[config.mk]
export PLATFORM = sky130hd
export DESIGN_NAME = mem_port_arbiter
export DESIGN_NICKNAME = d
export VERILOG_FILES = /design/src/rtl/mem_arb_pkg.sv /design/src/rtl/mem_arb_lat_cnt.sv /design/src/rtl/mem_port_arbiter.sv
export SDC_FILE = /design/constraint.sdc
export NUM_CORES = 1
export LEC_CHECK = 0
export CAP_MARGIN = 30
export CORE_MARGIN = 2
export CORE_UTILIZATION = 25
export DETAILED_ROUTE_END_ITERATION = 8
export GPL_ROUTABILITY_DRIVEN = 0
export HOLD_SLACK_MARGIN = 0.12
export PLACE_DENSITY = 0.64
export SLEW_MARGIN = 20
export SYNTH_ARGS = -nofsm -noshare
export SYNTH_HDL_FRONTEND = slang
export SYNTH_SLANG_ARGS = --single-unit
[constraint.sdc]
create_clock -name CLK -period 2.3 [get_ports CLK]
set_input_delay 0.69 -clock CLK [delete_from_list [all_inputs] [get_ports CLK]]
set_output_delay 0.69 -clock CLK [all_outputs]
set_load 0.02 [all_outputs]
[src/rtl/mem_arb_pkg.sv]
// Shared state encoding and default sizing for the instruction/data memory port arbiter.
package mem_arb_pkg;

  localparam int DEF_ADDR_W       = 16;
  localparam int DEF_DATA_W       = 32;
  localparam int DEF_MEM_LAT      = 1;
  localparam int DEF_MAX_D_STREAK = 2;

  typedef enum logic [1:0] {
    ST_IDLE  = 2'd0,
    ST_ISSUE = 2'd1,
    ST_WAIT  = 2'd2,
    ST_DONE  = 2'd3
  } arb_state_t;

endpackage

[src/rtl/mem_arb_lat_cnt.sv]
// Down-counter that holds the arbiter in WAIT until the memory read data is due.
// Loaded with MEM_LAT-1 in ISSUE; o_done marks the WAIT cycle in which read data is valid.
module mem_arb_lat_cnt #(
  parameter int MEM_LAT = 1
) (
  input  logic i_clk,
  input  logic i_rst,
  input  logic i_load,
  input  logic i_dec,
  output logic o_done
);

  logic [1:0] r_cnt;

  always_ff @(posedge i_clk) begin
    if (i_rst) begin
      r_cnt <= '0;
    end else if (i_load) begin
      r_cnt <= 2'(MEM_LAT - 1);
    end else if (i_dec && (r_cnt != 2'd0)) begin
      r_cnt <= r_cnt - 2'd1;
    end
  end

  assign o_done = (r_cnt == 2'd0);

endmodule

[src/rtl/mem_port_arbiter.sv]
// Arbitrates one shared single-port memory between instruction fetch and data accesses.
// One transaction in flight; ACK arrives 2+MEM_LAT cycles after the request is granted in IDLE.
module mem_port_arbiter
  import mem_arb_pkg::*;
#(
  parameter int ADDR_W       = DEF_ADDR_W,
  parameter int DATA_W       = DEF_DATA_W,
  parameter int MEM_LAT      = DEF_MEM_LAT,
  parameter int MAX_D_STREAK = DEF_MAX_D_STREAK
) (
  input  logic              CLK,
  input  logic              RST,
  input  logic              IF_REQ,
  input  logic [31:0]       IF_ADDR,
  output logic              IF_ACK,
  output logic [DATA_W-1:0] IF_RDATA,
  input  logic              D_REQ,
  input  logic              D_WE,
  input  logic [ADDR_W-1:0] D_ADDR,
  input  logic [DATA_W-1:0] D_WDATA,
  output logic              D_ACK,
  output logic [DATA_W-1:0] D_RDATA,
  output logic              M_EN,
  output logic              M_WE,
  output logic [ADDR_W-1:0] M_ADDR,
  output logic [DATA_W-1:0] M_WDATA,
  input  logic [DATA_W-1:0] M_RDATA,
  output logic              BUSY
);

  localparam int SW = (MAX_D_STREAK < 1) ? 1 : $clog2(MAX_D_STREAK + 1);
  localparam logic [SW-1:0] STREAK_MAX = SW'(MAX_D_STREAK);

  arb_state_t        r_state;
  arb_state_t        w_state_nxt;
  logic              r_own_d;
  logic              r_we;
  logic [ADDR_W-1:0] r_addr;
  logic [DATA_W-1:0] r_wdata;
  logic [DATA_W-1:0] r_if_rdata;
  logic [DATA_W-1:0] r_d_rdata;
  logic [SW-1:0]     r_streak;
  logic              w_grant_d;
  logic              w_grant_f;
  logic              w_capture;
  logic              w_lat_done;
  logic              w_unused;

  // Upper fetch-address bits are deliberately ignored.
  assign w_unused = ^(IF_ADDR >> ADDR_W);

  mem_arb_lat_cnt #(
    .MEM_LAT (MEM_LAT)
  ) u_lat_cnt (
    .i_clk  (CLK),
    .i_rst  (RST),
    .i_load (r_state == ST_ISSUE),
    .i_dec  (r_state == ST_WAIT),
    .o_done (w_lat_done)
  );

  always_ff @(posedge CLK) begin
    if (RST) begin
      r_state <= ST_IDLE;
    end else begin
      r_state <= w_state_nxt;
    end
  end

  always_comb begin
    w_state_nxt = r_state;
    w_grant_d   = 1'b0;
    w_grant_f   = 1'b0;
    w_capture   = 1'b0;
    M_EN        = 1'b0;
    M_WE        = 1'b0;
    IF_ACK      = 1'b0;
    D_ACK       = 1'b0;
    BUSY        = 1'b1;
    case (r_state)
      ST_IDLE: begin
        BUSY      = 1'b0;
        w_grant_d = D_REQ && (!IF_REQ || (r_streak < STREAK_MAX));
        w_grant_f = IF_REQ && !w_grant_d;
        if (w_grant_d || w_grant_f) begin
          w_state_nxt = ST_ISSUE;
        end
      end
      ST_ISSUE: begin
        M_EN        = 1'b1;
        M_WE        = r_own_d && r_we;
        w_state_nxt = ST_WAIT;
      end
      ST_WAIT: begin
        if (w_lat_done) begin
          w_capture   = 1'b1;
          w_state_nxt = ST_DONE;
        end
      end
      ST_DONE: begin
        IF_ACK      = !r_own_d;
        D_ACK       = r_own_d;
        w_state_nxt = ST_IDLE;
      end
      default: begin
        w_state_nxt = ST_IDLE;
      end
    endcase
  end

  // The streak only counts data grants made while fetch is actually waiting.
  always_ff @(posedge CLK) begin
    if (RST) begin
      r_own_d    <= 1'b0;
      r_we       <= 1'b0;
      r_addr     <= '0;
      r_wdata    <= '0;
      r_if_rdata <= '0;
      r_d_rdata  <= '0;
      r_streak   <= '0;
    end else begin
      if (r_state == ST_IDLE) begin
        if (!IF_REQ) begin
          r_streak <= '0;
        end else if (w_grant_d) begin
          r_streak <= (r_streak == STREAK_MAX) ? r_streak : r_streak + SW'(1);
        end else begin
          r_streak <= '0;
        end
        if (w_grant_d) begin
          r_own_d <= 1'b1;
          r_we    <= D_WE;
          r_addr  <= D_ADDR;
          r_wdata <= D_WDATA;
        end else if (w_grant_f) begin
          r_own_d <= 1'b0;
          r_we    <= 1'b0;
          r_addr  <= IF_ADDR[ADDR_W-1:0];
        end
      end
      if (w_capture) begin
        if (!r_own_d) begin
          r_if_rdata <= M_RDATA;
        end else if (!r_we) begin
          r_d_rdata <= M_RDATA;
        end
      end
    end
  end

  assign M_ADDR   = r_addr;
  assign M_WDATA  = r_wdata;
  assign IF_RDATA = r_if_rdata;
  assign D_RDATA  = r_d_rdata;

endmodule

==> impl_metrics.xml, run 1 <==
<?xml version="1.0" encoding="UTF-8"?>
<metrics>
  <group name="worst_setup_path">
    <metric name="cp_slowest_cell" unit="">dfxtp_1</metric>
    <metric name="worst_setup_path_end_kind" unit="">primary output</metric>
    <metric name="worstSetupStartpointType" unit="">flip-flop</metric>
    <metric name="wp_buf_inv" unit="">1</metric>
    <metric name="gate_family_responsible_for_the_most_delay_along_the_worst_path" unit="">flip-flops</metric>
    <metric name="worstPathRequired" unit="ps">1610</metric>
    <metric name="crit_type" unit="">flip-flop to primary output</metric>
    <metric name="worst_ep_arrival_time" unit="ps">1440</metric>
    <metric name="worst_path_largest_cell_delay" unit="ps">380</metric>
    <metric name="cells_along_the_critical_path" unit="">ha_1, and2_1, dlygate4sd2_1</metric>
    <metric name="cp_max_fo" unit="">4</metric>
  </group>
  <group name="global_routing">
    <metric name="grt.overflow.total" unit="">0</metric>
    <metric name="grt_max_degree" unit="">67</metric>
    <metric name="grt_use_total" unit="%">14.8</metric>
    <metric name="grt_first_pass_wirelength" unit="mm">23.4</metric>
    <metric name="first_global_vias" unit="">4537</metric>
    <metric name="antenna_violations_before_repair" unit="">0</metric>
  </group>
  <group name="power">
    <metric name="p_int" unit="mW">5.40</metric>
    <metric name="power_per_cell_area" unit="mW/mm²">1060</metric>
    <metric name="power.share.clock" unit="%">31.5</metric>
    <metric name="power.sequential.fraction" unit="%">32.1</metric>
    <metric name="netSwitchingFraction" unit="%">34.7</metric>
    <metric name="peakVddDrop" unit="V">0.000533</metric>
    <metric name="switchingPower" unit="mW">2.87</metric>
    <metric name="combinationalPowerShare" unit="%">36.5</metric>
    <metric name="p_leak" unit="nW">2.81</metric>
  </group>
  <group name="synthesis">
    <metric name="syn-num-nets" unit="">694</metric>
    <metric name="yosys.area.top_type" unit="">dfxtp_1</metric>
    <metric name="postSynthRegisterBits" unit="">120</metric>
    <metric name="synth_top_cells_by_area" unit="">dfxtp_1 50%, a21oi_1 10%, nand2_1 10%</metric>
    <metric name="synthesis.area_per_instance" unit="µm²">8.40</metric>
    <metric name="postSynth.topFlopCell" unit="">dfxtp_1</metric>
    <metric name="ys_warn_count" unit="">0</metric>
    <metric name="syn-instance-count" unit="">571</metric>
    <metric name="yosysUniqueCellTypes" unit="">33</metric>
    <metric name="async_flop_share" unit="%">0</metric>
    <metric name="post_synth_most_frequent_cells" unit="">131 x nand2_1, 120 x dfxtp_1, 99 x a21oi_1</metric>
    <metric name="yosysSeqAreaShare" unit="%">50.1</metric>
    <metric name="synth_enable_flop_cells" unit="">0</metric>
    <metric name="yosys.cell_count.top_type" unit="">nand2_1</metric>
    <metric name="netlist_area" unit="mm²">0.00480</metric>
    <metric name="area_share_of_the_largest_cell_type_after_synthesis" unit="%">50.1</metric>
  </group>
  <group name="detailed_routing">
    <metric name="remaining_drc_errors" unit="">0</metric>
    <metric name="vias" unit="">4653</metric>
    <metric name="post_drt_wl_per_cell" unit="µm">14.4</metric>
    <metric name="number_of_drc_violations_after_detailed_routing_iteration_0" unit="">203</metric>
    <metric name="wl" unit="mm">14.8</metric>
    <metric name="route.detailed.vias_per_inst" unit="">4.54</metric>
    <metric name="dr.pass1.iters" unit="">4</metric>
    <metric name="detail-route-antenna-nets" unit="">0</metric>
  </group>
  <group name="placement">
    <metric name="port_buffers" unit="">217</metric>
    <metric name="hpwl_reported_at_the_end_of_detailed_placement" unit="mm">9.78</metric>
    <metric name="dpl_worst_slack" unit="ps">71.5</metric>
  </group>
  <group name="floorplan">
    <metric name="fp.dieH" unit="µm">143</metric>
    <metric name="core_region_area" unit="mm²">0.0188</metric>
    <metric name="rows" unit="">50</metric>
    <metric name="die-area" unit="mm²">0.0203</metric>
    <metric name="die_w" unit="µm">143</metric>
    <metric name="floorplan.io_pins" unit="">234</metric>
    <metric name="start_util" unit="%">25.6</metric>
  </group>
  <group name="sta">
    <metric name="max_clock_freq" unit="MHz">470</metric>
    <metric name="rsz0062_at_grt" unit="">no</metric>
    <metric name="worst_hold_slack" unit="ps">451</metric>
    <metric name="final.setup.worst_slack" unit="ps">170</metric>
    <metric name="fin_setup_tns" unit="ps">0</metric>
    <metric name="worst_slew_pin_slew" unit="ps">664</metric>
    <metric name="timing.final.crit_share" unit="%">92.6</metric>
    <metric name="max_slew_violation_count" unit="">0</metric>
    <metric name="fin_worst_skew" unit="ps">11.7</metric>
    <metric name="min_period" unit="ps">2130</metric>
    <metric name="timing.final.hold_violations" unit="">0</metric>
    <metric name="timing.max_slew.rel_slack" unit="%">55.7</metric>
    <metric name="report.final.setup_viol" unit="">0</metric>
  </group>
  <group name="clock_tree">
    <metric name="clockRootBuffer" unit="">clkbuf_16</metric>
    <metric name="cts_tree" unit="">built</metric>
    <metric name="cts.repair.resized" unit="">6</metric>
    <metric name="cts-htree-levels" unit="">4</metric>
    <metric name="clock_latency" unit="ps">420</metric>
    <metric name="holdBufCountCts" unit="">0</metric>
    <metric name="postCtsSetupRepairBufs" unit="">0</metric>
    <metric name="number_of_cts_inserted_buffers" unit="">17</metric>
    <metric name="cts.reportedPaths.clkPinSlew" unit="ps">50</metric>
    <metric name="ctsLongestPathBuffers" unit="">2</metric>
    <metric name="clock_sinks" unit="">120</metric>
  </group>
  <group name="final_layout">
    <metric name="design.final.nets" unit="">900</metric>
    <metric name="layout.filler_cells" unit="">1879</metric>
    <metric name="layout-area-overhead-vs-synth" unit="%">62.5</metric>
    <metric name="n_antenna_cell" unit="">0</metric>
    <metric name="final_util" unit="%">41.5</metric>
    <metric name="drive_above_1_share" unit="%">12.2</metric>
  </group>
  <group name="hold_path">
    <metric name="holdCritPathClass" unit="">flip-flop to flip-flop</metric>
  </group>
  <group name="outcome">
    <metric name="status" unit="">finished clean</metric>
  </group>
  <group name="flow_run">
    <metric name="max_cap_viol_count" unit="">0</metric>
  </group>
</metrics>
## area by class of cell
class / instances / area (µm²) / share of cell area [%]
multi-input cells: 381 / 2110 / 27.1
flip-flops and latches: 120 / 2400 / 30.8
repair buffers: 235 / 2330 / 29.9
clock buffers: 20 / 447 / 5.73
well taps: 234 / 293 / 3.76
inverters: 22 / 82.6 / 1.06
clock inverters: 12 / 128 / 1.64
## worst min-delay path: stages (launching register included)
cell     delay, ps
dfxtp_1        300
nand2_1         50
a21oi_1         50
## stage by stage
step / total power [mW] / cells / instance area (µm²)
2_1_floorplan: 4.44 / 571 / 4800
6_report: 8.27 / 1024 / 7800
4_1_cts: 8.39 / 1024 / 7800
5_1_grt: 8.76 / 1024 / 7800
3_3_place_gp: 5.73 / 992 / 7230
3_5_place_dp: 5.76 / 992 / 7230
## power groups by stage
stage / Combinational (mW) / Clock (mW) / Sequential [mW]
2_1_floorplan: 1.34 / 0 / 3.10
3_3_place_gp: 3.06 / 0 / 2.68
3_5_place_dp: 3.07 / 0 / 2.70
4_1_cts: 3.05 / 2.69 / 2.65
5_1_grt: 3.30 / 2.76 / 2.70
6_report: 3.01 / 2.60 / 2.65
## routing by layer
| metal | vias to the layer above | global-route usage [%] | routed length [µm] |
|---|---|---|---|
| met5 | - | 0 | 0 |
| met2 | 148 | 23.5 | 6680 |
| met4 | 0 | 5.52 | 259 |
| met1 | 2151 | 17.6 | 6570 |
| li1 | 2333 | - | - |
| met3 | 21 | 6.59 | 1260 |
## logic make-up after synthesis
logic type                 synth area share (%)
AOI/OAI and AO/OA                          22.5
xor gates and xnor gates                  0.183
adders and majority gates                  1.56
buffers and inverters                      6.13
DFF                                        50.1
muxes                                     0.209
and+or+nand+nor                            19.4
## flip-flops by register name (all words and copies together), names as in the netlist
register	count
D_RDATA	32
r_streak	2
r_we	1
M_WDATA	32
M_ADDR	16
r_state	2
r_own_d	1
u_lat_cnt.r_cnt	2
IF_RDATA	32
## path summary, 6_finish.rpt
kind	from	end	slack, ps	cells after the start
worst max-delay path	r_state[0]$_SDFFE_PP0P_	D_ACK	170	3
worst min-delay path	D_RDATA[31]$_SDFFE_PP0P_	D_RDATA[31]$_SDFFE_PP0P_	450	2
worst max register to register	r_state[0]$_SDFFE_PP0P_	r_streak[0]$_SDFFE_PP0P_	400	7
worst min register to register	D_RDATA[31]$_SDFFE_PP0P_	D_RDATA[31]$_SDFFE_PP0P_	450	2
## placed cells by master, fill, tap and decap left out, drive strengths merged, types with 2 or more instances in the layout
master	instances
clkdlybuf4s50	211
nand2	131
dfxtp	120
a21oi	99
nand3	32
a21bo	32
nor2	23
inv	22
clkbuf	22
buf	19
nor3	17
a2111oi	17
ha	6
clkinv	6
clkinvlp	4
and2	3
nor2b	3
dlygate4sd2	3
o21a	2
nand2b	2
bufinv	2
Note: power is estimated with default switching activity, not from simulation.
==> run 2, diff against run 1 <==
--- a/config.mk
+++ b/config.mk
@@ -5,8 +5,8 @@
 export SDC_FILE = /design/constraint.sdc
 export NUM_CORES = 1
 export LEC_CHECK = 0
+export ABC_CLOCK_PERIOD_IN_PS = 2300
 export CAP_MARGIN = 30
-export CORE_MARGIN = 2
 export CORE_UTILIZATION = 25
 export DETAILED_ROUTE_END_ITERATION = 8
 export GPL_ROUTABILITY_DRIVEN = 0
==> impl_metrics.xml, run 2 (synthesized netlist as in run 1, its figures left out) <==
<?xml version="1.0" encoding="UTF-8"?>
<metrics>
  <group name="worst_setup_path">
    <metric name="worst_ep_arrival_time" unit="ps">1430</metric>
    <metric name="crit_type" unit="">flip-flop to primary output</metric>
    <metric name="worst_setup_path_end_kind" unit="">primary output</metric>
    <metric name="worst_path_largest_cell_delay" unit="ps">390</metric>
    <metric name="cp_max_fo" unit="">4</metric>
    <metric name="cells_along_the_critical_path" unit="">ha_1, nor2b_1, dlygate4sd2_1</metric>
    <metric name="worstSetupStartpointType" unit="">flip-flop</metric>
    <metric name="cp_slowest_cell" unit="">dfxtp_1</metric>
    <metric name="worstPathRequired" unit="ps">1610</metric>
    <metric name="r2r.worst_path.cells" unit="">7</metric>
  </group>
  <group name="clock_tree">
    <metric name="ctsLongestPathBuffers" unit="">2</metric>
    <metric name="clock_latency" unit="ps">410</metric>
    <metric name="clock_sinks" unit="">120</metric>
    <metric name="postCtsSetupRepairBufs" unit="">0</metric>
    <metric name="clockRootBuffer" unit="">clkbuf_16</metric>
    <metric name="cts-htree-levels" unit="">4</metric>
    <metric name="cts.reportedPaths.clkPinSlew" unit="ps">50</metric>
    <metric name="cts_tree" unit="">built</metric>
    <metric name="number_of_cts_inserted_buffers" unit="">17</metric>
  </group>
  <group name="final_layout">
    <metric name="drive_above_1_share" unit="%">11.8</metric>
    <metric name="n_antenna_cell" unit="">0</metric>
    <metric name="layout.cells.most_common" unit="">clkdlybuf4s50_1</metric>
    <metric name="most-common-layout-cells" unit="">211 x clkdlybuf4s50_1, 131 x nand2_1, 119 x dfxtp_1</metric>
    <metric name="final_util" unit="%">41.6</metric>
    <metric name="postLayoutCellArea" unit="mm²">0.00782</metric>
    <metric name="layout-area-overhead-vs-synth" unit="%">62.9</metric>
    <metric name="layout.filler_cells" unit="">1892</metric>
    <metric name="design.final.nets" unit="">899</metric>
  </group>
  <group name="sta">
    <metric name="report.final.setup_viol" unit="">0</metric>
    <metric name="timing.max_slew.rel_slack" unit="%">57.2</metric>
    <metric name="timing.final.hold_violations" unit="">0</metric>
    <metric name="min_period" unit="ps">2120</metric>
    <metric name="final.setup.worst_slack" unit="ps">178</metric>
    <metric name="max_slew_violation_count" unit="">0</metric>
    <metric name="timing.final.crit_share" unit="%">92.3</metric>
    <metric name="worst_slew_pin_slew" unit="ps">642</metric>
    <metric name="fin_setup_tns" unit="ps">0</metric>
    <metric name="fin_worst_skew" unit="ps">6.95</metric>
    <metric name="rsz0062_at_grt" unit="">no</metric>
    <metric name="max_clock_freq" unit="MHz">471</metric>
  </group>
  <group name="global_routing">
    <metric name="grt_use_total" unit="%">14.8</metric>
    <metric name="grt_max_degree" unit="">75</metric>
    <metric name="grt_first_pass_wirelength" unit="mm">23.1</metric>
    <metric name="first_global_vias" unit="">4494</metric>
    <metric name="antenna_violations_before_repair" unit="">0</metric>
    <metric name="grt.overflow.total" unit="">0</metric>
  </group>
  <group name="power">
    <metric name="power.share.clock" unit="%">32.4</metric>
    <metric name="p_leak" unit="nW">2.83</metric>
    <metric name="netSwitchingFraction" unit="%">33.4</metric>
    <metric name="power.sequential.fraction" unit="%">31.9</metric>
    <metric name="p_int" unit="mW">5.55</metric>
    <metric name="design_power_total" unit="mW">8.34</metric>
    <metric name="peakVddDrop" unit="V">0.000703</metric>
    <metric name="combinationalPowerShare" unit="%">35.8</metric>
    <metric name="switchingPower" unit="mW">2.78</metric>
    <metric name="power_per_cell_area" unit="mW/mm²">1070</metric>
  </group>
  <group name="floorplan">
    <metric name="rows" unit="">50</metric>
    <metric name="die-area" unit="mm²">0.0197</metric>
    <metric name="die_w" unit="µm">141</metric>
    <metric name="fp.dieH" unit="µm">141</metric>
    <metric name="floorplan.io_pins" unit="">234</metric>
    <metric name="core_region_area" unit="mm²">0.0188</metric>
    <metric name="start_util" unit="%">25.6</metric>
  </group>
  <group name="detailed_routing">
    <metric name="vias" unit="">4563</metric>
    <metric name="post_drt_wl_per_cell" unit="µm">14.0</metric>
    <metric name="wl" unit="mm">14.3</metric>
    <metric name="remaining_drc_errors" unit="">0</metric>
    <metric name="number_of_drc_violations_after_detailed_routing_iteration_0" unit="">208</metric>
    <metric name="dr.pass1.iters" unit="">5</metric>
    <metric name="route.detailed.vias_per_inst" unit="">4.46</metric>
    <metric name="detail-route-antenna-nets" unit="">0</metric>
  </group>
  <group name="hold_path">
    <metric name="holdCritPathClass" unit="">flip-flop to flip-flop</metric>
    <metric name="number_of_cells_on_the_worst_hold_path" unit="">2</metric>
  </group>
  <group name="flow_run">
    <metric name="max_cap_viol_count" unit="">0</metric>
  </group>
  <group name="placement">
    <metric name="dpl_worst_slack" unit="ps">33.6</metric>
    <metric name="port_buffers" unit="">217</metric>
    <metric name="postPlaceCellArea" unit="mm²">0.00723</metric>
    <metric name="hpwl_reported_at_the_end_of_detailed_placement" unit="mm">9.35</metric>
  </group>
  <group name="outcome">
    <metric name="status" unit="">finished clean</metric>
  </group>
</metrics>
==> run 2: changes by cell type in the layout (fill, tap and decap cells not counted) <==
cell	change
buf_6	+1
buf_4	-2
clkinv_2	-1
bufinv_16	+1
clkbuf_8	+2
clkinv_4	-2
clkbuf_1	+1
clkinvlp_4	-2
==> run 2: repair_timing <==
action | 4_1_cts | 5_1_grt
resized for setup | 6 | 5
setup endpoints to repair | 5 | 11
hold buffers | 0 | 0
==> run 2: power by group through the flow <==
stage               clock network [mW]  registers [mW]  logic (mW)
finish                            2.70            2.66        2.98
global route                      2.88            2.71        3.27
CTS                               2.79            2.66        3.03
global placement                     0            2.68        3.02
detailed placement                   0            2.70        3.04
floorplan                            0            3.10        1.34
==> run 2: worst paths after layout <==
path	startpoint	endpoint	slack, ps
worst max-delay path	r_state[0]$_SDFFE_PP0P_	IF_ACK	180
worst max register to register	r_state[0]$_SDFFE_PP0P_	M_ADDR[1]$_SDFFE_PP0P_	330
worst min register to register	D_RDATA[21]$_SDFFE_PP0P_	D_RDATA[21]$_SDFFE_PP0P_	450
worst min-delay path	D_RDATA[21]$_SDFFE_PP0P_	D_RDATA[21]$_SDFFE_PP0P_	450
==> run 2: critical path, delay by kind of cell (launching register included) <==
family	cells	cell delay, ps
fa+ha+maj	1	170
simple gates	1	110
buf+inv	1	350
flops	1	390
==> run 2: per-stage QoR <==
step	instances	hold slack, ps
final	1022	450
after global routing	1022	466
after detailed placement	991	447
after global placement	991	440
after floorplan	571	454
after CTS	1022	453
==> run 2: layout make-up <==
class / count / area (µm²) / share of cell area [%]
repair buffers: 234 / 2320 / 29.7
flip-flops and latches: 120 / 2400 / 30.8
inverters: 22 / 82.6 / 1.06
multi-input cells: 381 / 2110 / 27.1
well taps: 234 / 293 / 3.75
clock buffers: 23 / 478 / 6.11
clock inverters: 8 / 120 / 1.54
==> run 2: layer usage <==
metal  routed length (µm)  global-route usage [%]  part of all wire (%)  vias up
met1                 6330                    17.7                    44     2074
met2                 6700                    24.4                    47      144
met3                 1120                    5.88                   7.9        8
met4                  108                    4.46                  0.76        0
li1                     -                       -                     -     2337
met5                    0                       0                     0        -
